**config.mk**
```make
export PLATFORM = sky130hd
export DESIGN_NAME = axi2core
export DESIGN_NICKNAME = d
export VERILOG_FILES = /design/src/rtl/axi2core.sv
export SDC_FILE = /design/constraint.sdc
export NUM_CORES = 1
export LEC_CHECK = 0
export BUFFER_PORTS_ARGS = -buffer_cell sky130_fd_sc_hd__buf_2
export CAP_MARGIN = 30
export CELL_PAD_IN_SITES_DETAIL_PLACEMENT = 0
export CELL_PAD_IN_SITES_GLOBAL_PLACEMENT = 2
export CORE_MARGIN = 2
export CORE_UTILIZATION = 26
export CTS_BUF_LIST = sky130_fd_sc_hd__clkbuf_8
export CTS_CLUSTER_DIAMETER = 200
export DETAILED_ROUTE_END_ITERATION = 10
export GPL_ROUTABILITY_DRIVEN = 0
export MAX_ROUTING_LAYER = met4
export PLACE_DENSITY = 0.87
export SETUP_SLACK_MARGIN = 0.1
export SLEW_MARGIN = 20
export SYNTH_ARGS = -nofsm -noshare
export SYNTH_HDL_FRONTEND = slang
export SYNTH_SLANG_ARGS = --single-unit
```
**constraint.sdc**
```tcl
create_clock -name clk_i -period 3.14 [get_ports clk_i]
set_clock_uncertainty 0.2 [all_clocks]
set_input_delay 0.785 -clock clk_i [delete_from_list [all_inputs] [get_ports clk_i]]
set_output_delay 0.785 -clock clk_i [all_outputs]
set_load 0.02 [all_outputs]
```
**src/rtl/axi2core.sv**
```systemverilog
// rtl/axi2core.sv - AXI4 slave to single-port core memory bridge, one beat in flight at a time
// Optional macro AXI2CORE_RR_ARB_EN: alternate AR/AW service when both arrive together.
module axi2core #(
    parameter int AXI4_ADDRESS_WIDTH = 32,
    parameter int AXI4_ID_WIDTH      = 16
) (
    input  logic                          clk_i,
    input  logic                          rst_ni,
    input  logic [AXI4_ID_WIDTH-1:0]      aw_id_i,
    input  logic [AXI4_ADDRESS_WIDTH-1:0] aw_addr_i,
    input  logic [7:0]                    aw_len_i,
    input  logic [1:0]                    aw_burst_i,
    input  logic                          aw_valid_i,
    output logic                          aw_ready_o,
    input  logic [31:0]                   w_data_i,
    input  logic [3:0]                    w_strb_i,
    input  logic                          w_last_i,
    input  logic                          w_valid_i,
    output logic                          w_ready_o,
    output logic [AXI4_ID_WIDTH-1:0]      b_id_o,
    output logic [1:0]                    b_resp_o,
    output logic                          b_valid_o,
    input  logic                          b_ready_i,
    input  logic [AXI4_ID_WIDTH-1:0]      ar_id_i,
    input  logic [AXI4_ADDRESS_WIDTH-1:0] ar_addr_i,
    input  logic [7:0]                    ar_len_i,
    input  logic [1:0]                    ar_burst_i,
    input  logic                          ar_valid_i,
    output logic                          ar_ready_o,
    output logic [AXI4_ID_WIDTH-1:0]      r_id_o,
    output logic [31:0]                   r_data_o,
    output logic [1:0]                    r_resp_o,
    output logic                          r_last_o,
    output logic                          r_valid_o,
    input  logic                          r_ready_i,
    output logic                          data_req_o,
    output logic                          data_we_o,
    output logic [AXI4_ADDRESS_WIDTH-1:0] data_addr_o,
    output logic [3:0]                    data_be_o,
    output logic [31:0]                   data_wdata_o,
    input  logic                          data_gnt_i,
    input  logic                          data_rvalid_i,
    input  logic [31:0]                   data_rdata_i
);
    localparam int AW = AXI4_ADDRESS_WIDTH;
    localparam int IW = AXI4_ID_WIDTH;

    typedef enum logic [2:0] {
        IDLE, READ_REQ, READ_WAIT, READ_RESP, WRITE_REQ, WRITE_WAIT, WRITE_RESP
    } state_t;

    state_t        state_q, state_d;
    logic [IW-1:0] id_q, id_d;
    logic [AW-1:0] addr_q, addr_d;
    logic [7:0]    len_q, len_d;
    logic [7:0]    beat_q, beat_d;
    logic [1:0]    burst_q, burst_d;
    logic          err_q, err_d;
    logic [31:0]   rdata_q, rdata_d;
    logic          pick_rd, pick_wr, last_beat;
    logic [AW-1:0] addr_next;

    assign last_beat = (beat_q == len_q);
    assign addr_next = (burst_q == 2'b00) ? addr_q : addr_q + AW'(4);

`ifdef AXI2CORE_RR_ARB_EN
    // 1 = a read was serviced last; reset value 0 lets the first contested grant go to the read
    logic rd_last_q, rd_last_d;
    assign pick_rd = ar_valid_i && (!aw_valid_i || !rd_last_q);
`else
    assign pick_rd = ar_valid_i;
`endif
    assign pick_wr = aw_valid_i && !pick_rd;

    always_comb begin
        state_d = state_q;
        id_d    = id_q;
        addr_d  = addr_q;
        len_d   = len_q;
        beat_d  = beat_q;
        burst_d = burst_q;
        err_d   = err_q;
        rdata_d = rdata_q;
`ifdef AXI2CORE_RR_ARB_EN
        rd_last_d = rd_last_q;
`endif
        unique case (state_q)
            IDLE: begin
                if (pick_rd) begin
                    id_d    = ar_id_i;
                    addr_d  = ar_addr_i;
                    len_d   = ar_len_i;
                    burst_d = ar_burst_i;
                    beat_d  = 8'd0;
                    state_d = READ_REQ;
`ifdef AXI2CORE_RR_ARB_EN
                    rd_last_d = 1'b1;
`endif
                end else if (pick_wr) begin
                    id_d    = aw_id_i;
                    addr_d  = aw_addr_i;
                    len_d   = aw_len_i;
                    burst_d = aw_burst_i;
                    beat_d  = 8'd0;
                    err_d   = 1'b0;
                    state_d = WRITE_REQ;
`ifdef AXI2CORE_RR_ARB_EN
                    rd_last_d = 1'b0;
`endif
                end
            end
            READ_REQ: if (data_gnt_i) state_d = READ_WAIT;
            READ_WAIT: begin
                if (data_rvalid_i) begin
                    rdata_d = data_rdata_i;
                    state_d = READ_RESP;
                end
            end
            READ_RESP: begin
                if (r_ready_i) begin
                    if (last_beat) begin
                        state_d = IDLE;
                    end else begin
                        beat_d  = beat_q + 8'd1;
                        addr_d  = addr_next;
                        state_d = READ_REQ;
                    end
                end
            end
            WRITE_REQ: begin
                if (data_gnt_i && w_valid_i) begin
                    if (w_last_i != last_beat) err_d = 1'b1;
                    state_d = WRITE_WAIT;
                end
            end
            WRITE_WAIT: begin
                if (data_rvalid_i) begin
                    if (last_beat) begin
                        state_d = WRITE_RESP;
                    end else begin
                        beat_d  = beat_q + 8'd1;
                        addr_d  = addr_next;
                        state_d = WRITE_REQ;
                    end
                end
            end
            WRITE_RESP: if (b_ready_i) state_d = IDLE;
            default: state_d = IDLE;
        endcase
    end

    // Outputs decode from the registered state; rst_ni gating keeps the IDLE readies low in reset
    always_comb begin
        aw_ready_o   = 1'b0;
        ar_ready_o   = 1'b0;
        w_ready_o    = 1'b0;
        b_id_o       = '0;
        b_resp_o     = 2'b00;
        b_valid_o    = 1'b0;
        r_id_o       = '0;
        r_data_o     = 32'h0;
        r_resp_o     = 2'b00;
        r_last_o     = 1'b0;
        r_valid_o    = 1'b0;
        data_req_o   = 1'b0;
        data_we_o    = 1'b0;
        data_addr_o  = '0;
        data_be_o    = 4'h0;
        data_wdata_o = 32'h0;
        if (rst_ni) begin
            unique case (state_q)
                IDLE: begin
                    ar_ready_o = pick_rd;
                    aw_ready_o = pick_wr;
                end
                READ_REQ: begin
                    data_req_o  = 1'b1;
                    data_be_o   = 4'hF;
                    data_addr_o = {addr_q[AW-1:2], 2'b00};
                end
                READ_RESP: begin
                    r_valid_o = 1'b1;
                    r_data_o  = rdata_q;
                    r_id_o    = id_q;
                    r_last_o  = last_beat;
                end
                WRITE_REQ: begin
                    data_req_o   = w_valid_i;
                    data_we_o    = 1'b1;
                    data_addr_o  = {addr_q[AW-1:2], 2'b00};
                    data_be_o    = w_strb_i;
                    data_wdata_o = w_data_i;
                    w_ready_o    = data_gnt_i;
                end
                WRITE_RESP: begin
                    b_valid_o = 1'b1;
                    b_id_o    = id_q;
                    b_resp_o  = err_q ? 2'b10 : 2'b00;
                end
                default: ;
            endcase
        end
    end

    always_ff @(posedge clk_i or negedge rst_ni) begin
        if (!rst_ni) begin
            state_q <= IDLE;
            id_q    <= '0;
            addr_q  <= '0;
            len_q   <= 8'd0;
            beat_q  <= 8'd0;
            burst_q <= 2'b00;
            err_q   <= 1'b0;
            rdata_q <= 32'h0;
`ifdef AXI2CORE_RR_ARB_EN
            rd_last_q <= 1'b0;
`endif
        end else begin
            state_q <= state_d;
            id_q    <= id_d;
            addr_q  <= addr_d;
            len_q   <= len_d;
            beat_q  <= beat_d;
            burst_q <= burst_d;
            err_q   <= err_d;
            rdata_q <= rdata_d;
`ifdef AXI2CORE_RR_ARB_EN
            rd_last_q <= rd_last_d;
`endif
        end
    end
endmodule
```
# Yosys cells after proc, flatten, opt, wreduce, memory -nomap -nowiden
# Cells that the tools add are included.
dict set report totals {
  register_bits 102
  input_bits 194
  output_inout_bits 144
  elab_cells 108
}
dict set report op_classes {
  addsub 2
  n_eq_ne 18
  n_mux 66
  n_reduce_logical 14
}
# op count
set op_table {}
lappend op_table {{$mux 32} 12}
lappend op_table {{$mux 16} 6}
lappend op_table {{$pmux 32 s3} 1}
lappend op_table {{$mux 8} 7}
lappend op_table {{$add 32x3->32 const B} 1}
lappend op_table {{$mux 3} 8}
lappend op_table {{$pmux 8 s3} 1}
lappend op_table {{$pmux 3 s7} 1}
lappend op_table {{$mux 1} 20}
lappend op_table {{$ne 2x2->1 const B} 9}
lappend op_table {{$mux 2} 6}
lappend op_table {{$eq 3x3->1 const B} 3}
lappend op_table {{$add 8x1->8 const B} 1}
lappend op_table {{$eq 8x8->1} 1}
lappend op_table {{$pmux 4 s2} 1}
lappend op_table {{$reduce_and 7->1} 1}
lappend op_table {{$eq 3x2->1 const B} 2}
lappend op_table {{$reduce_and 5->1} 1}
lappend op_table {{$mux 4} 1}
lappend op_table {{$pmux 1 s2} 2}
lappend op_table {{$reduce_and 2->1} 2}
lappend op_table {{$reduce_and 4->1} 1}
lappend op_table {{$reduce_bool 2->1} 2}
lappend op_table {{$eq 3x1->1 const B} 1}
lappend op_table {{8 further kinds} 9}

# Longest topological paths before layout
dict set report depth {
  depth_word 5
  depth_mapped 8
  mapped_depth_nobuf 6
}

# Least setup slack after synthesis
# No wires, ideal clock.
dict set report synth_timing {
  path_type {input to output}
  startpoint {input port ar_valid_i}
  endpoint {output port ar_ready_o}
  t_arrival_ns 2.033
  t_required_ns 2.155
  setup_slack_ns 0.122
  stages 4
  n_path_buf 3
  path_cell_list {buf_2 buf_2 buf_1 and4_1}
}
dict set report synth_via {
  elab_chain_len 2
}
# element line
set synth_rtl {}
lappend synth_rtl {{start: declaration} 28} ;# input logic ar_valid_i,
lappend synth_rtl {{$mux 1} 171} ;# unique case (state_q)
lappend synth_rtl {{$mux 1} 170} ;# if (rst_ni) begin
lappend synth_rtl {{end: declaration} 29} ;# output logic ar_ready_o,
# Every way passes these cells.

# Final worst setup path
dict set report layout_timing {
  startpoint {register state_q[2]}
  endpoint {output port data_addr_o[15]}
}
dict set report layout_via {
  elab_chain_len 4
  elab_cells_between_ends 5
  classes_between {2 x eq/ne; 2 x mux; 1 x reduce/logical}
}
# element line
set layout_rtl {}
lappend layout_rtl {{start: declaration} 52} ;# state_t state_q, state_d;
lappend layout_rtl {{start signal: assignment} 219} ;# state_q <= state_d;
lappend layout_rtl {{$eq 3x3->1 or $eq 3x1->1 (tied branches)} 171}
lappend layout_rtl {{$reduce_or 2->1 (no source line) *} --}
lappend layout_rtl {{$mux 32 *} 171}
lappend layout_rtl {{$mux 32 *} 170}
lappend layout_rtl {{end: declaration} 38} ;# output logic [AXI4_ADDRESS_WIDTH-1:0] data_addr_o,
# Mark *: on every way between the ends. The rest lies on a longest branch, timed or not.

==> run metrics <==
status=complete, no violations; CTS tree=done; worst setup path endpoint=data_addr_o[15]; Leakage Power=between 4 and 5 nW; Design Area, Final=9010 um^2; Total Die Area=about 27,000 um^2; CTS buffer count=9; initial antenna violation count=0; Crit Reg-Reg Endpoint=addr_q[13]; clock latency at the later pin of the worst-skew pair=a little under 400 ps; adder-cell share of the synthesized area=0.00375; max-slew violations=0; Layout Nets=between 1,000 and 1,500; Slew HR=0.470; area growth from synthesis to layout=34.9%; largest family of logic cells by synthesized area=simple AND/OR/NAND/NOR gates; Reg2Reg Launch Point=state_q[2]; Max Freq=346 MHz; Post-synth EDFFs=0; chip width=164 um; period utilization=0.920; Vert. Die Dim=between 150 and 200 um; CTS Sinks=100; FP Rows=slightly below 60; crit start category=register; Synth cell types=64; I/O Pins=about 340; Worst R2R Path Depth=6; CP Launch Point=state_q[2]; Power Density=810 nW/um^2; hpwl dp=18,100 um; r2r setup slk=520 ps; post-synthesis simple-gate area fraction=0.287; top cells by area, synth=dfrtp_1 (37%), and2_1 (12%), mux2i_1 (7.9%), mux2_2 (5.9%), nand2_1 (3.8%); H-tree depth=3; total number of vias=roughly 6,700; max incr delay on CP=530 ps; Worst path slowest cell=dfrtp_2; WP data arrival=roughly 1900 ps; Hold Path Class=register to register; global routing's busiest layer=met2; final setup fails=0; Initial Util=0.265; grt ovf=0; post-synthesis mux area share=0.138; drc violations=0; synthesized area per cell=~9.0 um^2; TNS Setup=0 ps; Inserted Diodes=0; Clock Tree Buf Depth=2; synthesized area=between 6000 and 7000 um^2; VDD IR max=between 0.3 and 0.4 mV; Tmin final=about 2900 ps; Iter 0 DRT Violations=roughly 310; Crit Path Max Fanout=30; root buffer cell=clkbuf_8; core area=25,200 um^2; final WL=approximately 23,000 um; met1 GRT Util=0.218; crit-path cells=xnor2_2, nor3_2, buf_12, and2_1, buf_2; post-synth top area share=0.375; register clock-pin slew on the reported worst setup and hold paths=around 100 ps; layout cells sized above 1=0.410; Post-synth ARST share=1.00; Final Core Density=0.358; Placed Area=about 8800 um^2; WL/cell=roughly 17 um; cells after synthesis=between 700 and 800; Yosys reg bits=100; ys flop type=dfrtp_1; first-pass GRT wire length=around 35,000 um; xor and xnor fraction of the mapped netlist area=0.0144; pin count of the biggest net entering global routing=59; register area share after synthesis=0.375; Setup WS post-layout=253 ps; vias in the first global route=about 6,300; Slew @ Worst Pin=795 ps; Final ANT Viol Nets=0; area of the multi-input gates=3930 um^2; Hold Fails Final Rpt=0; met2 usage=0.285; Compound-Gate Fraction of Synth Area=0.136; Via density=about 4.8; DRT Pass-1 Iters=5; number of fill cells=between 2,000 and 3,000; post-synth top area cell=dfrtp_1; RSZ-0062 raised after global routing=false; Syn. warnings=0; count of input and output buffers=about 330; All-Layer GR Usage=0.172; Seq. cell area=~2500 um^2; dpl ws=between 200 and 300 ps; crit end category=output port; Required @ worst endpoint=between 2000 and 2500 ps; GRT met3 Usage=0.0172; worst setup path category=register to output port; max cap viols=0; post-route insts no fill=about 1,400; Cells after DPL=between 1,000 and 1,500
Yosys cell counts, types with 4 or more instances:
cell,number
and2_1,129
dfrtp_1,100
nand2_1,67
mux2i_1,53
o21ai_0,46
nor2_1,36
mux2_2,35
clkbuf_1,28
nor3_1,21
a21oi_1,19
nand3_1,16
nor4_1,16
buf_2,11
nand4_1,11
and4_1,10
a31oi_1,9
buf_4,9
xnor2_1,9
a211oi_1,8
inv_1,8
and3_1,7
o211ai_1,7
or3_1,7
nor2b_1,6
buf_1,5
o21a_1,5
o22ai_2,4
o32ai_1,4
how the worst min path moves through the flow:
stage               depth (start not counted)  endpoint  start  slack (ps)
floorplan                                   2     err_q  err_q         230
global placement                            2     err_q  err_q         250
detailed placement                          2     err_q  err_q         270
CTS                                         2     err_q  err_q         300
global route                                2     err_q  err_q         320
finish                                      2     err_q  err_q         290
cells in the final DEF (no fill, tap or decap), types with 4 or more instances in the layout:
| cell | n |
|---|---|
| clkbuf_8 | 9 |
| and4_1 | 10 |
| conb_1 | 5 |
| nor3_1 | 17 |
| nand3_1 | 16 |
| a21oi_1 | 19 |
| mux2_2 | 35 |
| and2_1 | 129 |
| inv_1 | 8 |
| a211oi_1 | 8 |
| o22ai_2 | 4 |
| nand2_1 | 67 |
| o211ai_1 | 7 |
| o21ai_0 | 46 |
| nor3_2 | 4 |
| nor4_1 | 16 |
| and3_1 | 7 |
| o32ai_1 | 4 |
| mux2i_1 | 53 |
| o21a_1 | 5 |
| nor2b_1 | 6 |
| dfrtp_1 | 97 |
| buf_4 | 34 |
| nand4_1 | 11 |
| or3_1 | 7 |
| a31oi_1 | 9 |
| inv_6 | 4 |
| nor2_1 | 35 |
| xnor2_1 | 8 |
| buf_2 | 326 |
metrics by stage:
| step | hold WS, ps | total power, W |
|---|---|---|
| after detailed placement | 274 | 0.00648 |
| final | 287 | 0.00730 |
| after global routing | 318 | 0.00790 |
| after floorplan | 235 | 0.00506 |
| after global placement | 253 | 0.00642 |
| after CTS | 299 | 0.00736 |
flip-flops by register name (all words and copies together), names as in the netlist:
signal,count
beat_q,8
id_q,16
err_q,1
rdata_q,32
burst_q,2
state_q,3
addr_q,30
len_q,8
per-layer routing:
metal	wire length [um]	vias up
met3	1350	33
met4	607	0
li1	-	3286
met1	10200	3154
met5	0	-
met2	11200	243
where the power goes:
group          total [W]  internal (W)  switching [W]
clock           0.000839      0.000307       0.000531
sequential       0.00245       0.00191       0.000541
combinational    0.00400       0.00162        0.00238
total            0.00730       0.00384        0.00345
layout make-up:
| class | instances | area share |
|---|---|---|
| flip-flops and latches | 100 | 0.278 |
| well taps | 330 | 0.0458 |
| clock inverters | 7 | 0.00694 |
| repair buffers | 364 | 0.216 |
| clock buffers | 9 | 0.0137 |
| inverters | 8 | 0.00333 |
| multi-input cells | 581 | 0.436 |
kinds of logic (layout without fill, tap and decap cells):
| family | after synthesis | after routing |
|---|---|---|
| AO/OA/AOI/OAI | 133 | 133 |
| XOR/XNOR | 11 | 11 |
| adder cells (fa/ha/maj) | 2 | 2 |
| buffers and inverters | 64 | 388 |
| flip-flops | 100 | 100 |
| multiplexers | 88 | 88 |
| other | 1 | 5 |
| AND/OR/NAND/NOR | 342 | 342 |
critical path, delay by kind of cell (launching register included):
family / cells / cell delay [ps]
flops: 1 / 530
buf+inv: 2 / 390
simple gates: 2 / 380
xor+xnor: 1 / 220
repair_timing:
item,CTS,global route
pin swaps,0,0
endpoints found under the setup margin,90,68
resized for setup,3,3
buffers inserted,0,1
hold endpoints to repair,2,0
hold buffers,1,0
Note: power is estimated with default switching activity, not from simulation.
